## config.mk

```make
export PLATFORM = sky130hd
export DESIGN_NAME = arcade_input_mapper
export DESIGN_NICKNAME = d
export VERILOG_FILES = /design/src/rtl/input_pkg.sv /design/src/rtl/coin_stretch.sv /design/src/rtl/arcade_input_mapper.sv
export SDC_FILE = /design/constraint.sdc
export NUM_CORES = 1
export LEC_CHECK = 0
export ABC_AREA = 1
export CORE_ASPECT_RATIO = 2
export CORE_MARGIN = 1
export CORE_UTILIZATION = 60
export CTS_BUF_LIST = sky130_fd_sc_hd__clkbuf_2 sky130_fd_sc_hd__clkbuf_4 sky130_fd_sc_hd__clkbuf_8
export DETAILED_ROUTE_END_ITERATION = 10
export PLACE_DENSITY_LB_ADDON = 0.25
export SYNTH_ARGS = -nofsm -noshare
export SYNTH_HDL_FRONTEND = slang
export SYNTH_SLANG_ARGS = --single-unit
```

## constraint.sdc

```tcl
create_clock -name Clk -period 3.1 [get_ports Clk]
set_input_delay 0.31 -clock Clk [delete_from_list [all_inputs] [get_ports Clk]]
set_output_delay 0.31 -clock Clk [all_outputs]
set_load 0.1 [all_outputs]
```

## src/rtl/input_pkg.sv

```systemverilog
// Shared definitions for the arcade input mapper: keymap entry layout, scan FSM states,
// default download indices and the captured key-event payload.
package input_pkg;

    localparam int unsigned EXT_BIT = 7;
    localparam int unsigned PLY_MSB = 6;
    localparam int unsigned PLY_LSB = 5;
    localparam int unsigned BTN_MSB = 4;

    localparam logic [7:0] MAP_INDEX_DEF = 8'd253;
    localparam logic [7:0] DIP_INDEX_DEF = 8'd254;

    typedef enum logic {
        IDLE,
        SCAN
    } state_e;

    typedef struct packed {
        logic       pressed;
        logic [8:0] code;
    } key_evt_t;

endpackage

```

## src/rtl/coin_stretch.sv

```systemverilog
// Coin pulse shaper: a rising edge holds the output high for at least COIN_PULSE cycles,
// a re-edge restarts the hold, afterwards the output follows the input.
module coin_stretch #(
    parameter int unsigned COIN_PULSE = 100000
) (
    input  logic Clk,
    input  logic Rst_n,
    input  logic in,
    output logic out
);

    localparam int unsigned CW = (COIN_PULSE > 1) ? $clog2(COIN_PULSE) : 1;

    logic          in_q;
    logic [CW-1:0] cnt_q, cnt_d;
    logic          out_q, out_d;

    always_comb begin
        cnt_d = cnt_q;
        out_d = in;
        if (in && !in_q) begin
            cnt_d = CW'(COIN_PULSE - 1);
            out_d = 1'b1;
        end else if (cnt_q != '0) begin
            cnt_d = cnt_q - CW'(1);
            out_d = 1'b1;
        end
    end

    always_ff @(posedge Clk or negedge Rst_n) begin
        if (!Rst_n) begin
            in_q  <= 1'b0;
            cnt_q <= '0;
            out_q <= 1'b0;
        end else begin
            in_q  <= in;
            cnt_q <= cnt_d;
            out_q <= out_d;
        end
    end

    assign out = out_q;

endmodule

```

## src/rtl/arcade_input_mapper.sv

```systemverilog
// Runtime-downloadable keymap front-end: PS/2 events are scanned against the keymap into a
// per-player key state, merged with joysticks, coin-shaped, plus a downloadable DIP bank.
module arcade_input_mapper
    import input_pkg::*;
#(
    parameter int unsigned NUM_PLAYERS  = 2,
    parameter int unsigned NUM_BTNS     = 12,
    parameter int unsigned COIN_IDX     = 9,
    parameter int unsigned KEYMAP_DEPTH = 32,
    parameter int unsigned COIN_PULSE   = 100000,
    parameter int unsigned DIP_BYTES    = 8,
    parameter logic [7:0]  MAP_INDEX    = MAP_INDEX_DEF,
    parameter logic [7:0]  DIP_INDEX    = DIP_INDEX_DEF
) (
    input  logic                            Clk,
    input  logic                            Rst_n,
    input  logic [10:0]                     ps2_key,
    input  logic [NUM_PLAYERS*NUM_BTNS-1:0] joy_in,
    input  logic                            ioctl_download,
    input  logic                            ioctl_wr,
    input  logic [24:0]                     ioctl_addr,
    input  logic [7:0]                      ioctl_dout,
    input  logic [7:0]                      ioctl_index,
    output logic [NUM_PLAYERS*NUM_BTNS-1:0] btn_out,
    output logic [DIP_BYTES*8-1:0]          dip_out,
    output logic                            map_ready,
    output logic                            overflow
);

    localparam int unsigned NB_ALL = NUM_PLAYERS * NUM_BTNS;
    localparam int unsigned AW     = $clog2(KEYMAP_DEPTH);
    localparam int unsigned DW     = (DIP_BYTES > 1) ? $clog2(DIP_BYTES) : 1;

    logic map_dl, map_wr, dip_wr, ev, hit;
    assign map_dl = ioctl_download && (ioctl_index == MAP_INDEX);
    assign map_wr = map_dl && ioctl_wr && (ioctl_addr < 25'(2 * KEYMAP_DEPTH));
    assign dip_wr = ioctl_wr && (ioctl_index == DIP_INDEX) && (ioctl_addr < 25'(DIP_BYTES));

    // Keymap storage: scancode byte and attribute byte per entry, not reset.
    logic [7:0] scan_mem [KEYMAP_DEPTH];
    logic [7:0] attr_mem [KEYMAP_DEPTH];

    always_ff @(posedge Clk) begin
        if (map_wr) begin
            if (ioctl_addr[0]) attr_mem[ioctl_addr[AW:1]] <= ioctl_dout;
            else               scan_mem[ioctl_addr[AW:1]] <= ioctl_dout;
        end
    end

    state_e                  state_q, state_d;
    logic [AW-1:0]           idx_q, idx_d;
    logic [KEYMAP_DEPTH-1:0] valid_q, valid_d;
    logic                    tog_q, pend_vld_q, pend_vld_d;
    key_evt_t                pend_q, pend_d, act_q, act_d;
    logic [NB_ALL-1:0]       key_q, key_d, btn_q, btn_d, raw, coin_bits;
    logic [7:0]              dip_q [DIP_BYTES];
    logic [7:0]              dip_d [DIP_BYTES];
    logic                    ready_q, ready_d, wrote_q, wrote_d, dl_q, ovf_q, ovf_d;
    logic [NUM_PLAYERS-1:0]  coin_s;
    logic [7:0]              ent_s, ent_a;

    assign ent_s = scan_mem[idx_q];
    assign ent_a = attr_mem[idx_q];
    assign hit   = valid_q[idx_q] && ({ent_a[EXT_BIT], ent_s} == act_q.code);
    assign ev    = (ps2_key[10] != tog_q) && ready_q;
    assign raw   = key_q | joy_in;

    always_comb begin
        state_d    = state_q;
        idx_d      = idx_q;
        valid_d    = valid_q;
        pend_vld_d = pend_vld_q;
        pend_d     = pend_q;
        act_d      = act_q;
        key_d      = key_q;
        dip_d      = dip_q;
        ready_d    = ready_q;
        wrote_d    = wrote_q;
        ovf_d      = ovf_q;
        btn_d      = raw;
        for (int unsigned p = 0; p < NUM_PLAYERS; p++) btn_d[p*NUM_BTNS + COIN_IDX] = 1'b0;

        case (state_q)
            IDLE: begin
                if (pend_vld_q) begin
                    state_d    = SCAN;
                    idx_d      = '0;
                    act_d      = pend_q;
                    pend_vld_d = 1'b0;
                end
            end
            SCAN: begin
                // Out-of-range player/button fields can never equal a loop index, so they drop out.
                for (int unsigned p = 0; p < NUM_PLAYERS; p++) begin
                    for (int unsigned b = 0; b < NUM_BTNS; b++) begin
                        if (hit && ent_a[PLY_MSB:PLY_LSB] == 2'(p) && ent_a[BTN_MSB:0] == 5'(b))
                            key_d[p*NUM_BTNS + b] = act_q.pressed;
                    end
                end
                if (idx_q == AW'(KEYMAP_DEPTH - 1)) state_d = IDLE;
                else                                idx_d   = idx_q + AW'(1);
            end
            default: state_d = IDLE;
        endcase

        // Pending is judged after the FSM, so a slot freed this cycle can be refilled.
        if (ev) begin
            if (pend_vld_d) begin
                ovf_d = 1'b1;
            end else begin
                pend_vld_d = 1'b1;
                pend_d     = '{pressed: ps2_key[9], code: ps2_key[8:0]};
            end
        end

        if (dip_wr) dip_d[ioctl_addr[DW-1:0]] = ioctl_dout;
        if (map_wr && ioctl_addr[0]) valid_d[ioctl_addr[AW:1]] = 1'b1;

        if (map_dl) begin
            if (!dl_q)    wrote_d = 1'b0;
            if (ioctl_wr) wrote_d = 1'b1;
            ready_d    = 1'b0;
            key_d      = '0;
            state_d    = IDLE;
            pend_vld_d = 1'b0;
        end else if (dl_q) begin
            ready_d = wrote_q;
        end
    end

    always_ff @(posedge Clk or negedge Rst_n) begin
        if (!Rst_n) begin
            state_q    <= IDLE;
            idx_q      <= '0;
            valid_q    <= '0;
            tog_q      <= 1'b0;
            pend_vld_q <= 1'b0;
            pend_q     <= '0;
            act_q      <= '0;
            key_q      <= '0;
            btn_q      <= '0;
            dip_q      <= '{default: '0};
            ready_q    <= 1'b0;
            wrote_q    <= 1'b0;
            dl_q       <= 1'b0;
            ovf_q      <= 1'b0;
        end else begin
            state_q    <= state_d;
            idx_q      <= idx_d;
            valid_q    <= valid_d;
            tog_q      <= ps2_key[10];
            pend_vld_q <= pend_vld_d;
            pend_q     <= pend_d;
            act_q      <= act_d;
            key_q      <= key_d;
            btn_q      <= btn_d;
            dip_q      <= dip_d;
            ready_q    <= ready_d;
            wrote_q    <= wrote_d;
            dl_q       <= map_dl;
            ovf_q      <= ovf_d;
        end
    end

    for (genvar p = 0; p < NUM_PLAYERS; p++) begin : g_coin
        coin_stretch #(.COIN_PULSE(COIN_PULSE)) u_coin (
            .Clk  (Clk),
            .Rst_n(Rst_n),
            .in   (raw[p*NUM_BTNS + COIN_IDX]),
            .out  (coin_s[p])
        );
    end

    always_comb begin
        coin_bits = '0;
        for (int unsigned p = 0; p < NUM_PLAYERS; p++) coin_bits[p*NUM_BTNS + COIN_IDX] = coin_s[p];
    end

    for (genvar k = 0; k < DIP_BYTES; k++) begin : g_dip
        assign dip_out[k*8 +: 8] = dip_q[k];
    end

    assign btn_out   = btn_q | coin_bits;
    assign map_ready = ready_q;
    assign overflow  = ovf_q;

endmodule

```

# == Yosys cells after proc, flatten, opt, wreduce, memory -nomap -nowiden ==
# Memories as Yosys holds them, arrays and structs flattened.
# Index checks and enable logic that the tools add are counted.
# totals
memories,2
register_bits,212
in_bits,80
mem_bits_rw,512
latchBits,0
romBits,0
# mem_list
name,words,word_bits,rd,rd_ports_with_merged_regs,write_ports,line,source
attr_mem,32,8,1,0,1,arcade_input_mapper.sv:41,logic [7:0] attr_mem [KEYMAP_DEPTH];
scan_mem,32,8,1,0,1,arcade_input_mapper.sv:40,logic [7:0] scan_mem [KEYMAP_DEPTH];
# op_classes
add_sub_neg,3
n_mux,61
shifts,0
n_bitwise,6
magnitude_cmp,7
n_eq_ne,20
n_mul,0
n_reduce_logical,101
div,0
# op_table
operator,n
$mux W17,4
$bwmux W64,1
$reduce_and A2 Y1,29
$reduce_bool A2 Y1,28
$mux W24,2
$mux W1,46
$logic_and A1 B1 Y1,38
$reduce_bool A17 Y1,2
$sub A17 B1 Y17 const B,2
$or A32 B32 Y32,1
$lt A25 B4 Y1 const B,1
$lt A25 B7 Y1 const B,1
$demux W8 S3,1
$or A24 B22 Y24,1
$or A24 B24 Y24,1
$eq A5 B3 Y1 const B,4
$eq A5 B4 Y1 const B,4
$eq A8 B8 Y1 const B,2
$lt A5 B6 Y1 const B,2
$eq A5 B2 Y1 const B,2
$mux W5,2
$pmux W5 S2,1
$eq A9 B9 Y1,1
$mux W8,1
17 further kinds,21

# == Depth between registers and ports, before layout ==
# logic_depth
ltp_word,8
ltp_mapped,21
depth_no_buf,17

# == Hierarchy ==
# Synthesis repeated with hierarchy kept, for this count alone.
# hier_totals
cells_unflattened,3046
area_unflattened_um2,31418.9
# by_module_without_submodules
module,area_each_um2,seq_area_each_um2,cells_per_inst,n_inst
arcade_input_mapper,29244.3,19728.9,2728,1
coin_stretch,1087.3,475.5,159,2

# == Least setup slack after synthesis ==
# OpenSTA, ideal clock, no wires.
# synth_path
path_type,input to register
from,input ioctl_addr[16]
to,memory attr_mem[1][0] (enable)
setup_time_ps,370
arrival_time_ps,1830
stages,7
setup_slack_ps,899
n_path_buf,2
cell_sequence,nor4_1 > nand4_1 > nor4_1 > nand3_1 > clkbuf_1 > clkbuf_1 > nor2_1
# synth_between
elab_chain_len,4
# synth_lines
item,line,source
"start, declared",arcade_input_mapper.sv:21,"input logic [24:0] ioctl_addr,"
$lt A25 B7 Y1,arcade_input_mapper.sv:36,assign map_wr = map_dl && ioctl_wr && (ioctl_addr < 25'(2 * KEYMAP_DEPTH));
$logic_and A1 B1 Y1,arcade_input_mapper.sv:36,
$mux W1,arcade_input_mapper.sv:44,if (map_wr) begin
$mux W1 (implied by the code),arcade_input_mapper.sv:45,if (ioctl_addr[0]) attr_mem[ioctl_addr[AW:1]] <= ioctl_dout;
"end, declared",arcade_input_mapper.sv:41,
# No other way between the ends.

# == Final worst setup path ==
# layout_path
from,register idx_q[0]
to,register key_q[10]
# layout_between
elab_chain_len,7
word_cells_on_any_way,12
classes_between,2 x eq/ne; 2 x mux; 6 x reduce/logical; 2 x memory
# layout_lines
item,line,source
"start, declared",arcade_input_mapper.sv:51,"logic [AW-1:0] idx_q, idx_d;"
"start signal, assigned",arcade_input_mapper.sv:149,idx_q <= idx_d;
"$mem_v2 Z32 W8, or another cell as far along",--,
$eq A9 B9 Y1 / $mux W1 (equally long branches),arcade_input_mapper.sv:64,"assign hit = valid_q[idx_q] && ({ent_a[EXT_BIT], ent_s} == act_q.code);"
$logic_and A1 B1 Y1,arcade_input_mapper.sv:64,
$logic_and A1 B1 Y1,arcade_input_mapper.sv:96,if (hit && ent_a[PLY_MSB:PLY_LSB] == 2'(p) && ent_a[BTN_MSB:0] == 5'(b))
$logic_and A1 B1 Y1 (*),arcade_input_mapper.sv:96,
$reduce_bool A2 Y1 (no line) (*),--,
$reduce_and A2 Y1 (no line) (*),--,
"end signal, assigned",arcade_input_mapper.sv:155,key_q <= key_d;
"end, declared",arcade_input_mapper.sv:55,"logic [NB_ALL-1:0] key_q, key_d, btn_q, btn_d, raw, coin_bits;"
# Every way passes the cells marked *; elsewhere a longest branch is shown, timed or not. The select of a mux whose other input is x is not followed.
# A chain may end at the register's enable or synchronous reset.

==> metrics.yaml <==
die_area_um2: 51500
antenna_found_initial: 2
synth_edf_count: 512
postRouteAntennaNets: 0
core_um2: 49900
hold_depth: 1
finalClockSkew_ns: 0.0334
wl_mm: 89.1
syn_area_um2: 30400
p_int_mw: 18.1
place.gp.congestion: 0.977
boundaryPins: 170
tritoncts: "built"
status: "finished clean"
r2r-start: "idx_q[0]"
period_share_pct: 96.3
insertion_delay_ns: 0.71
p_comb_share_pct: 34.8
avgSynthCellArea_um2: 10.6
p_leak_nw: 14.3
grt_pass1_wl_mm: 133
hp-class: "primary input to register"
synth.ff_latch_count: 724
placed_area_um2: 33400
grt_max_degree: 107
synth_ff_type: "edfxtp_1"
setup_violations: 0
arrival_ns: 3.60
cts.htree.levels: 3
dp_hpwl_mm: 58.7
start_kind: "register"
ir_drop_mv: 0.448
netSwitchingFraction_pct: 37.9
maxCapViolCount: 0
min-delay-start: "ps2_key[10]"
cp_max_fo: 42
die_w_um: 161
nets: 3230
hold_viol: 0
drive_gt1_share_pct: 13.3
postSynthCellCount: 2872
ys_top_cells_by_count: "nand2_1 (869), edfxtp_1 (512), nand3_1 (416)"
drc_errors: 0
areaGrowthSynthToFinish_pct: 18.2
p_seq_share_pct: 37.8
synth.distinct_cells: 40
first_global_vias: 23300
overflow: 0
stdcell_count: 3879
yosys.cell_count.top_type: "nand2_1"
syn-num-nets: 2956
initial_utilization_pct: 60.8
first_pass_iters: 6
dp.cells: 3687
grt_setup_unrepaired: "true"
vias_per_cell: 5.93
cts_made_buffers: 94
cts_sinks: 724
n_fill_cell: 3547
p_per_area_nw_per_um2: 813
endpoint_kind: "register"
die-height_um: 320
multiInputGateArea_um2: 8330
required_ns: 3.71
regArea_um2: 20700
routedWlPerCell_um: 23.0
design_area_um2: 35900
clockBufferDepth: 3
drt_iter0_drc: 2489
cts_root_buffer: "clkbuf_8"
num_rows: 116
synth_area_leaders: "edfxtp_1 (51%), dfrtp_1 (17%), nand2_1 (11%)"
yosysTopAreaCellShare_pct: 50.7
ys_seq_area_share_pct: 68.1
grt.total_usage_pct: 35.0
vias: 23000
fmax_ghz: 0.335
final_period_minus_worst_setup_slack_ns: 2.99
worstSetupPathType: "register to register"
rrSetupSlack_ns: 0.11
r2r_cells: 16
yosysTopAreaCell: "edfxtp_1"
r2r_end: "key_q[10]"
yosysWarningCount: 0
slew_headroom_pct: 32.0
power_switching_mw: 11.0
tightest_slew_ns: 1.02
port_buffers: 169
clk_pin_slew_ns: 0.07
ys_async_sr_fraction_pct: 29.3
final_max_slew_viol_count: 0
power_frac_clock_pct: 27.4
hold_end: "tog_q"
power groups by stage:
| stage | logic, mW | clock network [mW] | registers (mW) |
|---|---|---|---|
| final | 10.1 | 7.99 | 11.0 |
| after global routing | 10.9 | 8.45 | 11.1 |
| after CTS | 9.30 | 8.07 | 11.0 |
| after detailed placement | 9.24 | 0 | 11.2 |
| after global placement | 9.08 | 0 | 11.2 |
| after floorplan | 6.21 | 0 | 11.2 |
stage by stage:
step                      TNS [ns]  total power [mW]  hold slack (ns)  utilization [%]  worst slack, ns
after floorplan                  0              17.4           0.0144                -            0.899
after global placement           0              20.3            0.384             66.8            0.140
after detailed placement         0              20.4            0.393             66.8            0.113
after CTS                        0              28.4           0.0687             71.2           0.0932
after global routing        -0.256              30.4           0.0922             71.9          -0.0493
final                            0              29.2            0.121             71.9            0.113
metal layers:
| metal | vias to the layer above | track usage, % | wire length (um) | share of wire [%] |
|---|---|---|---|---|
| li1 | 10400 | - | - | - |
| met1 | 10900 | 36.5 | 29000 | 33 |
| met2 | 1333 | 61.8 | 46900 | 53 |
| met3 | 370 | 6.44 | 6240 | 7.0 |
| met4 | 0 | 26.6 | 6900 | 7.7 |
| met5 | - | 0 | 0 | 0 |
worst max-delay path: stages, from the launching register on:
cell and delay (ns):
dfrtp_4 0.59, buf_16 0.21, buf_16 0.20, nand2_1 0.08, nand3_1 0.13, nand3_1 0.12
nand2_1 0.06, nand2_1 0.26, nand2_1 0.10, nand2_1 0.07, nand2_1 0.15, nor2_2 0.15
nand2_1 0.18, nor2_2 0.26, nand4_1 0.13, nand2_1 0.12, inv_1 0.05
how the worst max path moves through the flow:
stage	slack (ns)	to	start
floorplan	0.90	attr_mem[1][0]	ioctl_addr[16]
global placement	0.14	key_q[4]	idx_q[0]
detailed placement	0.11	key_q[10]	idx_q[0]
CTS	0.09	key_q[16]	idx_q[0]
global route	-0.05	key_q[0]	idx_q[0]
finish	0.11	key_q[10]	idx_q[0]
final cells by class:
cell class | count | area share, %
clock buffers | 117 | 4.23
repair inverters | 1 | 0.0314
clock inverters | 61 | 1.84
inverters | 152 | 1.67
diodes | 2 | 0.0139
well taps | 649 | 2.26
flip-flops and latches | 724 | 57.7
multi-input cells | 1842 | 23.2
repair buffers | 331 | 9.09
cell usage in the layout (no fill, tap or decap), types with 4 or more instances in the layout:
cell type	instances
nand3_2	9
o21ai_0	159
clkinvlp_4	7
clkbuf_4	15
clkbuf_8	102
o211ai_1	10
a21oi_1	40
clkbuf_16	5
o21ai_1	7
ha_1	4
inv_1	142
nand3_1	407
nand4_1	57
nand2_1	866
buf_2	7
buf_12	17
buf_4	149
o22ai_1	7
buf_16	6
clkdlybuf4s50_1	143
nor4_1	9
dfrtp_1	209
clkinv_1	15
inv_2	4
bufinv_16	13
nor2_1	158
nor2_2	17
o221ai_1	7
or2_2	30
nor3_1	27
clkinv_2	24
edfxtp_1	512
flip-flops by register name (all words and copies together), names as in the netlist, 2 cells and up:
signal	flops
pend_q	10
btn_q	22
key_q	24
g_coin.u_coin.in_q	2
dip_out	64
attr_mem	256
g_coin.u_coin.cnt_q	34
idx_q	5
valid_q	32
scan_mem	256
g_coin.u_coin.out	2
act_q	10
logic make-up after synthesis:
kind of cell | synth area share, %
fa+ha+maj | 0.165
xor+xnor | 0.115
compound gates | 4.34
simple gates | 22.5
buf+inv | 4.73
flops | 68.1
repair_timing:
action / in CTS / in global routing
endpoints found under the setup margin: 0 / 24
buffers inserted: 0 / 4
hold endpoints to repair: 97 / 0
resized for setup: 0 / 28
hold buffers: 2 / 0
No activity file was read; power rests on OpenSTA's default activity.
